===== src/rtl/ser_pkg.sv =====
// ----------------------------------------------------------------------------
// ser_pkg
//   Shared types and helpers for the bit-serial transmitter.
//   - state_t : FSM state encoding (ST_IDLE, ST_SHIFT, ST_PARITY)
//   - clog2   : bit width needed to hold values 0..value-1 (minimum 1)
// ----------------------------------------------------------------------------
package ser_pkg;

    typedef enum logic [1:0] {
        ST_IDLE   = 2'd0,
        ST_SHIFT  = 2'd1,
        ST_PARITY = 2'd2
    } state_t;

    function automatic int clog2(input int value);
        int r;
        int v;
        r = 0;
        v = value - 1;
        while (v > 0) begin
            r = r + 1;
            v = v >> 1;
        end
        if (r < 1) begin
            r = 1;
        end
        return r;
    endfunction

endpackage


===== src/rtl/piso_serializer_if.sv =====
// ----------------------------------------------------------------------------
// piso_serializer_if
//   Bundles the parallel handshake, the shift tick and the serial outputs.
//   master : the word source / serial sink (drives p_valid, p_data, bit_en)
//   slave  : the serializer (drives p_ready, s_out, s_valid, s_first,
//            s_last, busy)
// ----------------------------------------------------------------------------
interface piso_serializer_if #(
    parameter int WIDTH = 16
);
    logic             p_valid;
    logic [WIDTH-1:0] p_data;
    logic             p_ready;
    logic             bit_en;
    logic             s_out;
    logic             s_valid;
    logic             s_first;
    logic             s_last;
    logic             busy;

    modport master (
        output p_valid, p_data, bit_en,
        input  p_ready, s_out, s_valid, s_first, s_last, busy
    );

    modport slave (
        input  p_valid, p_data, bit_en,
        output p_ready, s_out, s_valid, s_first, s_last, busy
    );
endinterface


===== src/rtl/ser_bit_ctr.sv =====
// ----------------------------------------------------------------------------
// ser_bit_ctr
//   Down-counter tracking the remaining bits of a frame.
//   clk      in   clock
//   reset    in   synchronous, active-high; clears the count
//   ld_i     in   load ld_val_i (has priority over dec_i)
//   ld_val_i in   value to load
//   dec_i    in   decrement by one
//   cnt_o    out  current count
//   zero_o   out  count is zero
// ----------------------------------------------------------------------------
module ser_bit_ctr #(
    parameter int CNT_W = 4
) (
    input  logic             clk,
    input  logic             reset,
    input  logic             ld_i,
    input  logic [CNT_W-1:0] ld_val_i,
    input  logic             dec_i,
    output logic [CNT_W-1:0] cnt_o,
    output logic             zero_o
);
    logic [CNT_W-1:0] cnt_q;
    logic [CNT_W-1:0] cnt_d;

    always_comb begin
        cnt_d = cnt_q;
        if (ld_i) begin
            cnt_d = ld_val_i;
        end else if (dec_i) begin
            cnt_d = cnt_q - 1'b1;
        end
    end

    always_ff @(posedge clk) begin
        if (reset) begin
            cnt_q <= '0;
        end else begin
            cnt_q <= cnt_d;
        end
    end

    assign cnt_o  = cnt_q;
    assign zero_o = (cnt_q == '0);

endmodule


===== src/rtl/piso_serializer.sv =====
// ----------------------------------------------------------------------------
// piso_serializer
//   Parallel-in, serial-out transmitter. Takes a WIDTH-bit word on a
//   valid/ready handshake and sends it MSB first, one bit per bit_en tick,
//   with first/last framing strobes. Back-to-back words reload on the last
//   bit's edge so the serial stream has no gap.
//
//   clk    in   clock, rising edge
//   reset  in   synchronous, active-high; aborts any frame in flight
//   sif    slave modport of piso_serializer_if:
//            p_valid/p_data/p_ready  word handshake
//            bit_en                  shift tick
//            s_out/s_valid           serial bit and its qualifier
//            s_first/s_last          frame strobes
//            busy                    frame in progress
//
//   Optional build macro SER_PARITY_EN: appends an even-parity bit after
//   data bit 0, making the frame WIDTH+1 bits long.
//
//   state     | meaning
//   ----------+--------------------------------------------------------
//   ST_IDLE   | no frame; ready for a word
//   ST_SHIFT  | sending data bits, sr MSB on s_out, cnt = bits left - 1
//   ST_PARITY | sending the parity bit (SER_PARITY_EN builds only)
// ----------------------------------------------------------------------------
module piso_serializer
    import ser_pkg::*;
#(
    parameter int WIDTH = 16
) (
    input  logic             clk,
    input  logic             reset,
    piso_serializer_if.slave sif
);
    localparam int               CNT_W   = clog2(WIDTH);
    localparam logic [CNT_W-1:0] CNT_TOP = CNT_W'(WIDTH - 1);

    state_t           state_q;
    state_t           state_d;
    logic [WIDTH-1:0] sr_q;
    logic [WIDTH-1:0] sr_d;
    logic             ctr_ld;
    logic             ctr_dec;
    logic             ctr_zero;
    logic [CNT_W-1:0] cnt;
    logic             accept;
`ifdef SER_PARITY_EN
    logic             par_q;
    logic             par_d;
`endif

    ser_bit_ctr #(
        .CNT_W (CNT_W)
    ) u_bit_ctr (
        .clk      (clk),
        .reset    (reset),
        .ld_i     (ctr_ld),
        .ld_val_i (CNT_TOP),
        .dec_i    (ctr_dec),
        .cnt_o    (cnt),
        .zero_o   (ctr_zero)
    );

    // Outputs: s_out comes straight from the register; everything else
    // decodes state, count and bit_en so p_ready can rise on the last bit.
    always_comb begin
        sif.p_ready = 1'b0;
        sif.busy    = 1'b0;
        sif.s_valid = 1'b0;
        sif.s_first = 1'b0;
        sif.s_last  = 1'b0;
        sif.s_out   = sr_q[WIDTH-1];
        case (state_q)
            ST_IDLE: begin
                sif.p_ready = 1'b1;
            end
            ST_SHIFT: begin
                sif.busy    = 1'b1;
                sif.s_valid = sif.bit_en;
                sif.s_first = sif.bit_en & (cnt == CNT_TOP);
`ifndef SER_PARITY_EN
                sif.s_last  = sif.bit_en & ctr_zero;
                sif.p_ready = sif.bit_en & ctr_zero;
`endif
            end
`ifdef SER_PARITY_EN
            ST_PARITY: begin
                sif.busy    = 1'b1;
                sif.s_out   = par_q;
                sif.s_valid = sif.bit_en;
                sif.s_last  = sif.bit_en;
                sif.p_ready = sif.bit_en;
            end
`endif
            default: begin
            end
        endcase
    end

    assign accept = sif.p_valid & sif.p_ready;

    always_comb begin
        state_d = state_q;
        sr_d    = sr_q;
        ctr_ld  = 1'b0;
        ctr_dec = 1'b0;
`ifdef SER_PARITY_EN
        par_d   = par_q;
`endif
        case (state_q)
            ST_SHIFT: begin
                if (sif.bit_en) begin
                    sr_d = {sr_q[WIDTH-2:0], 1'b0};
                    if (!ctr_zero) begin
                        ctr_dec = 1'b1;
                    end else begin
`ifdef SER_PARITY_EN
                        state_d = ST_PARITY;
`else
                        state_d = ST_IDLE;
`endif
                    end
                end
            end
`ifdef SER_PARITY_EN
            ST_PARITY: begin
                if (sif.bit_en) begin
                    state_d = ST_IDLE;
                end
            end
`endif
            default: begin
            end
        endcase

        // A new word wins over the end-of-frame transition: this is the
        // zero-gap reload when p_ready rose on the last bit.
        if (accept) begin
            state_d = ST_SHIFT;
            sr_d    = sif.p_data;
            ctr_ld  = 1'b1;
`ifdef SER_PARITY_EN
            par_d   = ^sif.p_data;
`endif
        end
    end

    always_ff @(posedge clk) begin
        if (reset) begin
            state_q <= ST_IDLE;
            sr_q    <= '0;
`ifdef SER_PARITY_EN
            par_q   <= 1'b0;
`endif
        end else begin
            state_q <= state_d;
            sr_q    <= sr_d;
`ifdef SER_PARITY_EN
            par_q   <= par_d;
`endif
        end
    end

endmodule


===== src/flat_wrapper.sv =====
// flat-port wrapper written by rule: the top's interface ports become plain ports
module piso_serializer_flat import ser_pkg::*;
#(
    parameter int WIDTH = 16
)
  (clk, reset, sif_p_valid, sif_p_data, sif_bit_en, sif_p_ready, sif_s_out, sif_s_valid, sif_s_first, sif_s_last, sif_busy);
  piso_serializer_if #(.WIDTH(WIDTH)) sif_i ();
  input  logic clk;
  input  logic reset;
  input wire logic [$bits(sif_i.p_valid)-1:0] sif_p_valid;
  input wire logic [$bits(sif_i.p_data)-1:0] sif_p_data;
  input wire logic [$bits(sif_i.bit_en)-1:0] sif_bit_en;
  output wire logic [$bits(sif_i.p_ready)-1:0] sif_p_ready;
  output wire logic [$bits(sif_i.s_out)-1:0] sif_s_out;
  output wire logic [$bits(sif_i.s_valid)-1:0] sif_s_valid;
  output wire logic [$bits(sif_i.s_first)-1:0] sif_s_first;
  output wire logic [$bits(sif_i.s_last)-1:0] sif_s_last;
  output wire logic [$bits(sif_i.busy)-1:0] sif_busy;
  assign sif_i.p_valid = sif_p_valid;
  assign sif_i.p_data = sif_p_data;
  assign sif_i.bit_en = sif_bit_en;
  assign sif_p_ready = sif_i.p_ready;
  assign sif_s_out = sif_i.s_out;
  assign sif_s_valid = sif_i.s_valid;
  assign sif_s_first = sif_i.s_first;
  assign sif_s_last = sif_i.s_last;
  assign sif_busy = sif_i.busy;
  piso_serializer #(.WIDTH(WIDTH)) u_core (.clk(clk), .reset(reset), .sif(sif_i));
endmodule

===== config.mk =====
export PLATFORM = sky130hd
export DESIGN_NAME = piso_serializer_flat
export DESIGN_NICKNAME = d
export VERILOG_FILES = /design/src/rtl/ser_pkg.sv /design/src/rtl/piso_serializer_if.sv /design/src/rtl/ser_bit_ctr.sv /design/src/rtl/piso_serializer.sv /design/src/flat_wrapper.sv
export SDC_FILE = /design/constraint.sdc
export NUM_CORES = 1
export LEC_CHECK = 0
export CAP_MARGIN = 20
export CORE_MARGIN = 2
export CORE_UTILIZATION = 40
export CTS_CLUSTER_DIAMETER = 50
export DETAILED_ROUTE_END_ITERATION = 7
export GPL_TIMING_DRIVEN = 1
export PLACE_DENSITY = 0.72
export SLEW_MARGIN = 20
export SYNTH_ARGS = -nofsm -noshare
export SYNTH_HDL_FRONTEND = slang
export SYNTH_SLANG_ARGS = --single-unit

===== constraint.sdc =====
create_clock -name clk -period 2.2 [get_ports clk]
set_input_delay 0.44 -clock clk [delete_from_list [all_inputs] [get_ports clk]]
set_output_delay 0.44 -clock clk [all_outputs]
set_load 0.01 [all_outputs]

; After elaboration in Yosys (flattened, before gate mapping)
; Index checks and enable logic that the tools add are counted.
[word_totals]
output_inout_bits = 6
regBits = 21
input_bits = 20
wordCells = 34
[op_classes]
reduce_logical = 8
n_mux = 18
addsub = 1
n_eq_ne = 1
bitwise_logic = 3
[ops]
columns = operator, n
row1 = two-way mux 16 bit, 3
row2 = two-way mux 1 bit, 12
row3 = two-way mux 4 bit, 2
row4 = nonzero test 2 bit, 4
row5 = equality test 4 bit (second input constant), 1
row6 = logical NOT 4 bit, 1
row7 = subtractor 4 x 1 -> 4 bit (second input constant), 1
row8 = bitwise AND 1 bit, 3
row9 = AND reduction 3 bit, 1
row10 = logical NOT 2 bit, 1
row11 = case mux 1 bit (2 select lines), 1
row12 = AND reduction 2 bit, 1

; Depth between registers and ports, before layout
; Gate-level depths: netlist of the first run.
[depth]
depth_word = 6
ltp_mapped = 6

; Modules after synthesis
; From an unflattened synthesis of the first run, not the netlist that was laid out.
[unflattened]
cells_unflattened = 144
hier_area_um2 = 1335.0
[by_module_without_submodules]
columns = mod, n_inst, area_per_inst_um2, cells_per_inst, seq_area_each_um2
row1 = piso_serializer, 1, 1102.3, 118, 340.3
row2 = ser_bit_ctr, 1, 232.7, 26, 80.1

; Worst setup path before layout of the first run
; No wires, ideal clock.
[synth_path]
path_type = register -> output
from = reg u_core.u_bit_ctr.cnt_q[0], in the netlist u_core.u_bit_ctr.cnt_o[0]
to = out sif_s_last
path_stages_with_launch = 6
n_path_buf = 1
arrival_time_ns = 1.247
required_time_ns = 1.760
path_slack_ns = 0.513
cell_sequence = dfxtp_1 > inv_1 > ha_1 > or3b_1 > buf_6 > nor2_1
[synth_between]
elab_chain_len = 3
[synth_rtl]
columns = element, line
row1 = start: declaration, ser_bit_ctr.sv:23  ; logic [CNT_W-1:0] cnt_q;
row2 = start signal: assignment, ser_bit_ctr.sv:39  ; cnt_q <= cnt_d;
row3 = logical NOT 4 bit, ser_bit_ctr.sv:44  ; assign zero_o = (cnt_q == '0);
row4 = bitwise AND 1 bit, piso_serializer.sv:82  ; sif.s_last = sif.bit_en & ctr_zero;
row5 = two-way mux 1 bit, piso_serializer.sv:73  ; case (state_q)
row6 = end: declaration, flat_wrapper.sv:17  ; output wire logic [$bits(sif_i.s_last)-1:0] sif_s_last;
; No other way between the ends.

; Worst setup path after layout of the first run
; Same ends and word-level chain as after synthesis.

==> summary.txt, run 1 <==
Final layout
  – ANT cells: 0
  – Ratio of cells with drive above 1 in the final layout: 0.199
  – Final nets: 184
  – Fill count: 264
  – Post-route cell area: 1510 sq um
  – Layout Area Growth over Synthesis: 25.1%

Pwr
  – Power Density: 586 nW/um^2
  – Max VDD drop: 0.312 mV
  – Leak: 0.623 nW

Timing
  – Relative slew slack: 0.764
  – Period utilization: 0.938
  – Setup TNS: 0 ps
  – Fmax: 485 MHz
  – Fin. Hold Viols: 0
  – RSZ-0062 raised after global routing: no
  – Slew @ Worst Pin: 345 ps
  – Fin. max-slew vios: 0
  – Final min period: 2060 ps
  – # setup viols final: 0
  – Setup Skew: 6.11 ps

Routing
  – Vias per cell: 5.66
  – Via count: 1086
  – DRT antenna net count: 0
  – Pre-Repair DR Iteration Count: 6
  – Final WL: 2710 microns
  – DR DRC count: 2
  – DRT iter0 DRCs: 43
  – WL/cell: 14.1 microns

Place
  – Placed standard-cell area: 1490 sq um
  – GPL Wtd Cong: 0.835
  – Number of port buffers: 25
  – DP HPWL: 1880 microns

Worst setup path
  – CP Capture Type: primary output
  – R2R depth: 6
  – CP Data Arrival Time: 1620 ps
  – CP Class: flip-flop to primary output
  – FF-to-FF End: u_core.sr_q[7]$_SDFFE_PP0P_
  – CP max FO: 5
  – Worst r2r src: u_core.u_bit_ctr.cnt_o[0]$_SDFFE_PP0P_
  – WP data required: 1760 ps
  – Crit. Startpoint: u_core.u_bit_ctr.cnt_o[0]$_SDFFE_PP0P_
  – Startpoint types: flip-flop
  – Worst Setup EP: sif_s_last
  – R2r setup slk: 330 ps

Floorplan
  – Cell Rows: 19
  – Chip width: 58.9 microns
  – Die height: 58.9 microns
  – DIE AREA: 3470 sq um
  – Initial Utilization: 0.430
  – Core outline area: 2810 sq um
  – IO Pins: 26

Yosys
  – Post-synth ARST share: 0
  – Post-synthesis cell area: 1210 sq um
  – Synthesis Warnings: 0
  – Top cell type's share of synthesized area: 0.348
  – Unique masters post-synth: 34
  – Cells after Synth: 129
  – Synth cell count leaders: 21 x dfxtp_1, 15 x inv_1, 11 x a21oi_1
  – Synth area leaders: dfxtp_1 35%, o221a_2 8.4%, mux2i_1 5.8%
  – Post-synth EDFFs: 0
  – Most numerous cell in the Yosys netlist: dfxtp_1
  – Syn nets: 151
  – Synth area leader: dfxtp_1
  – Register area share after synthesis: 0.348
  – Syn_area_per_cell: 9.36 sq um
  – Top_reg_cell synth: dfxtp_1
  – #FFs+latches synth: 21

GRT
  – First-pass GRT wire length: 4320 microns
  – All-layer global routing usage: 0.162
  – Vias in the first global route: 992
  – Largest net degree at the start of global routing: 18
  – Antenna violations before repair: 0
  – Global route overflow: 0

Run status
  – Failing checks: DRC
  – Outcome: finished with violations

Clock tree
  – CTS Hold Bufs: 0
  – Num CTS Buffers: 3
  – Post_cts resized: 6
  – TritonCTS clock tree: done
  – Clock Sinks: 21
  – Clk_lat worst skew: 310 ps
  – Clk root buf: clkbuf_4
  – Clock transition at the registers of the reported paths: 120 ps
  – Post-CTS Setup Inserts: 0
  – Max Root-Sink Buffers: 2
  – H-Tree Depth: 1

Run
  – MaxCap Viol Count: 0

Min path
  – Worst Hold Class: flip-flop to flip-flop
[sequential cells by signal (all words and copies together) (netlist names)]
name	count
u_core.sr_q	16
u_core.state_q	1
u_core.u_bit_ctr.cnt_o	4
[critical path, stage by stage (launching register included)]
cell and delay [ps]:
dfxtp_2 350, inv_1 90, ha_2 210, or3b_1 380, nor2_1 130, clkbuf_2 140
[cell type report]
class	count	area (sq um)	share of cell area
tap	31	38.8	0.0257
clock buffer	4	26.3	0.0174
inverter	15	56.3	0.0373
sequential	21	423	0.280
timing repair buffer	35	318	0.210
multi-input combinational	86	648	0.429
[worst min path at each step]
stage	from	endpoint	slack [ps]	depth (start not counted)
final	u_core.sr_q[0]$_SDFFE_PP0P_	u_core.sr_q[0]$_SDFFE_PP0P_	470	2
after global routing	u_core.sr_q[0]$_SDFFE_PP0P_	u_core.sr_q[0]$_SDFFE_PP0P_	520	2
after CTS	u_core.sr_q[0]$_SDFFE_PP0P_	u_core.sr_q[0]$_SDFFE_PP0P_	470	2
after detailed placement	u_core.sr_q[0]$_SDFFE_PP0P_	u_core.sr_q[0]$_SDFFE_PP0P_	460	2
after global placement	u_core.sr_q[0]$_SDFFE_PP0P_	u_core.sr_q[0]$_SDFFE_PP0P_	450	2
after floorplan	u_core.sr_q[0]$_SDFFE_PP0P_	u_core.sr_q[0]$_SDFFE_PP0P_	430	2
[layout by cell type, fill, tap and decap left out, types with 3 or more instances in the layout]
cell type | Yosys | layout
mux2i_1 | 7 | 7
a2111oi_0 | 5 | 5
clkbuf_4 | 0 | 3
nand2_1 | 3 | 3
inv_1 | 15 | 15
nand2b_1 | 7 | 7
a31oi_1 | 4 | 4
clkdlybuf4s50_1 | 0 | 22
dfxtp_1 | 21 | 19
buf_4 | 1 | 10
nor2_1 | 6 | 6
o221a_2 | 9 | 9
o22ai_1 | 5 | 5
or2b_1 | 5 | 5
a21oi_1 | 11 | 11
[metrics by stage]
| step | power [mW] | utilization | setup WS (ps) | std cells | hold WS, ps |
|---|---|---|---|---|---|
| 2_1_floorplan | 0.614 | - | 513 | 129 | 434 |
| 3_3_place_gp | 0.692 | 0.530 | -113 | 188 | 452 |
| 3_5_place_dp | 0.699 | 0.530 | -140 | 188 | 456 |
| 4_1_cts | 0.889 | 0.540 | 20.4 | 192 | 471 |
| 5_1_grt | 0.934 | 0.538 | 31.4 | 192 | 518 |
| 6_report | 0.885 | 0.538 | 137 | 192 | 474 |
[where the power goes]
part	internal (mW)	total [mW]	switching, mW
logic	0.132	0.247	0.115
registers	0.419	0.445	0.0260
clock network	0.0709	0.192	0.121
total	0.622	0.885	0.262
[cells by family after synthesis]
family                     Yosys count  synth area share
muxes                                8            0.0674
buffers and inverters               22             0.117
DFF                                 21             0.348
and+or+nand+nor                     34             0.177
AOI/OAI and AO/OA                   42             0.269
adders and majority gates            2            0.0207
[routing by layer]
layer	GRT usage	share of wire
met5	0	0
met4	0.0552	0.0085
met3	0.0462	0.052
met2	0.260	0.47
met1	0.207	0.47
Note: power is estimated with default switching activity, not from simulation.
==> inputs of run 2 (changes only) <==
--- a/config.mk
+++ b/config.mk
@@ -11,8 +11,9 @@
 export CTS_CLUSTER_DIAMETER = 50
 export DETAILED_ROUTE_END_ITERATION = 7
 export GPL_TIMING_DRIVEN = 1
-export PLACE_DENSITY = 0.72
+export PLACE_DENSITY = 0.74
 export SLEW_MARGIN = 20
 export SYNTH_ARGS = -nofsm -noshare
 export SYNTH_HDL_FRONTEND = slang
+export SYNTH_HIERARCHICAL = 1
 export SYNTH_SLANG_ARGS = --single-unit
==> constraint.sdc (replaced) <==
create_clock -name clk -period 1.65 [get_ports clk]
set_input_delay 0.33 -clock clk [delete_from_list [all_inputs] [get_ports clk]]
set_output_delay 0.33 -clock clk [all_outputs]
set_load 0.01 [all_outputs]
==> run 2 against run 1 <==
The flow finishes with violations (setup timing); worst setup slack got worse by 240 ps; sequential power increased by 32%; clock power grew 30%; total power rose by 59%; clock-buffer cell count unchanged; via count is 12% higher; global-route usage up 3.6 points; combinational power grew 130%.
==> summary.txt, run 2 <==
Floorplan
  – Cell Rows: 20
  – Die height: 61.8 microns
  – Core outline area: 3100 sq um
  – DIE AREA: 3820 sq um
  – Initial Utilization: 0.430
  – Chip width: 61.8 microns
  – IO Pins: 26

Final layout
  – Layout Area Growth over Synthesis: 43.6%
  – Ratio of cells with drive above 1 in the final layout: 0.335
  – Fin util: 0.618
  – Top reg by flops: u_core/sr_q
  – ANT cells: 0
  – Most frequent cells in the layout: 19 x clkdlybuf4s50_1, 19 x nor2_1, 19 x buf_4
  – Number of flip-flops in the largest register: 16
  – Final nets: 213

Worst setup path
  – Startpoint types: flip-flop
  – CP max FO: 3
  – Most common cell on crit path: buf_6
  – CP Capture Type: primary output
  – CP cell instances: inv_2 -> ha_4 -> nor3b_4 -> buf_6 -> and3_4 -> buf_6
  – Crit-path slowest cell: dfxtp_4
  – Max incr delay on CP: 360 ps
  – CP Data Arrival Time: 1430 ps
  – Crit. Startpoint: u_core/u_bit_ctr/cnt_o[0]$_SDFFE_PP0P_
  – CP delay by family, top: flip-flops
  – CP Class: flip-flop to primary output
  – Worst r2r src: u_core/u_bit_ctr/cnt_o[0]$_SDFFE_PP0P_
  – WP data required: 1320 ps
  – Count of buffer and inverter cells on the critical path: 3

Routing
  – WL/cell: 14.1 microns
  – DR DRC count: 0
  – Final WL: 3320 microns
  – DRT iter0 DRCs: 35
  – DRT antenna net count: 0
  – Vias per cell: 5.18
  – Via count: 1218
  – Pre-Repair DR Iteration Count: 4

Place
  – GPL Wtd Cong: 0.775
  – DP HPWL: 2360 microns
  – Number of port buffers: 25
  – Dpl ws: -372 ps

Yosys
  – Most numerous cell in the Yosys netlist: dfxtp_1
  – Register area share after synthesis: 0.315
  – Top cell type's share of synthesized area: 0.315
  – Synth area leader: dfxtp_1
  – #FFs+latches synth: 21
  – Post-synth ARST share: 0
  – Post-synthesis cell area: 1340 sq um
  – Post-synth EDFFs: 0
  – Unique masters post-synth: 33
  – Top_reg_cell synth: dfxtp_1
  – Synthesis Warnings: 6
  – Cells after Synth: 144
  – Synth area leaders: dfxtp_1 31%, mux2i_1 12%, mux2_2 5.9%
  – Syn_area_per_cell: 9.27 sq um
  – Synth cell count leaders: 21 x dfxtp_1, 20 x nor2_1, 16 x mux2i_1

Pwr
  – Power Density: 734 nW/um^2
  – Leak: 0.840 nW
  – Total chip power: 1.41 mW
  – Max VDD drop: 0.448 mV

GRT
  – First-pass GRT wire length: 5550 microns
  – GRT met2 Usage: 0.380
  – GR Layer Usage met3: 0.0455
  – All-layer global routing usage: 0.198
  – Global route overflow: 0
  – GR peak layer: met2
  – Vias in the first global route: 1246
  – GR met1 Demand/Resource: 0.225
  – Largest net degree at the start of global routing: 20
  – Antenna violations before repair: 0

Timing
  – Setup Skew: 2.20 ps
  – Setup TNS: -173 ps
  – # setup viols final: 6
  – Final min period: 1760 ps
  – Final WS setup: -107 ps
  – Fin. max-slew vios: 0
  – Period utilization: 1.06
  – Fmax: 569 MHz
  – Fin. Hold Viols: 0
  – RSZ-0062 raised after global routing: yes

Clock tree
  – TritonCTS clock tree: done
  – Clock Sinks: 21
  – CTS Hold Bufs: 0
  – H-Tree Depth: 1
  – Max Root-Sink Buffers: 2
  – Num CTS Buffers: 3
  – Clock transition at the registers of the reported paths: 110 ps
  – Clk root buf: clkbuf_4
  – Clk_lat worst skew: 300 ps

Min path
  – Worst Hold Launch: u_core/sr_q[0]$_SDFFE_PP0P_
  – Worst Hold Class: flip-flop to flip-flop

Run status
  – Outcome: finished with violations
  – Failing checks: setup timing

Run
  – MaxCap Viol Count: 0
-- run 2: cell types whose count changed after synthesis, sizes merged, moves of 7 or more --
cell and delta:
inv -9, mux2 +7, mux2i +9, nor2 +14, o221a -9
-- run 2: worst paths after layout --
check                                     end  cells past startpoint  slack, ps
hold / removal    u_core/sr_q[0]$_SDFFE_PP0P_                      2        470
setup / recovery                   sif_s_last                      6       -110
setup reg to reg  u_core/sr_q[2]$_SDFFE_PP0P_                      8        -30
hold reg to reg   u_core/sr_q[0]$_SDFFE_PP0P_                      2        470
-- run 2: logic make-up after synthesis --
logic type                 count (synthesis)  synth area share
DFF                                       21             0.315
buffers and inverters                     16            0.0722
other                                      1           0.00281
and+or+nand+nor                           47             0.200
AOI/OAI and AO/OA                         31             0.191
muxes                                     24             0.190
xor gates and xnor gates                   3            0.0197
adders and majority gates                  1           0.00937
-- run 2: routing by layer --
metal  up-vias  routed length [microns]
met5         -                        0
met2        23                     1740
met1       584                     1450
li1        609                        -
met4         0                       11
met3         2                      118
-- run 2: timing repair --
item	4_1_cts	5_1_grt
gates cloned	1	0
setup buffers	3	2
endpoints found under the setup margin	20	22
pin swaps	17	8
gates resized for setup	23	15
-- run 2: metrics by stage --
step / instance area, sq um / hold WS (ps) / cells
after global routing: 1920 / 507 / 235
final: 1920 / 473 / 235
after detailed placement: 1770 / 464 / 227
after floorplan: 1380 / 392 / 147
after CTS: 1860 / 479 / 235
after global placement: 1770 / 455 / 227
-- run 2: worst min-delay path: stages (launching register included) --
cell and delay, ps:
dfxtp_1 330, nand3_1 60, a21oi_1 50
-- run 2: final cells by class --
type                    instances  area (sq um)
well taps                      44          55.1
multi-input cells             111           926
flip-flops and latches         21           432
inverters                       6          22.5
clock buffers                   4          26.3
fillers                       294          1190
repair buffers                 49           455
-- run 2: power by group --
group	switching (mW)	internal (mW)	total, mW
logic	0.255	0.312	0.568
registers	0.0293	0.560	0.589
clock network	0.155	0.0943	0.249
total	0.440	0.967	1.41
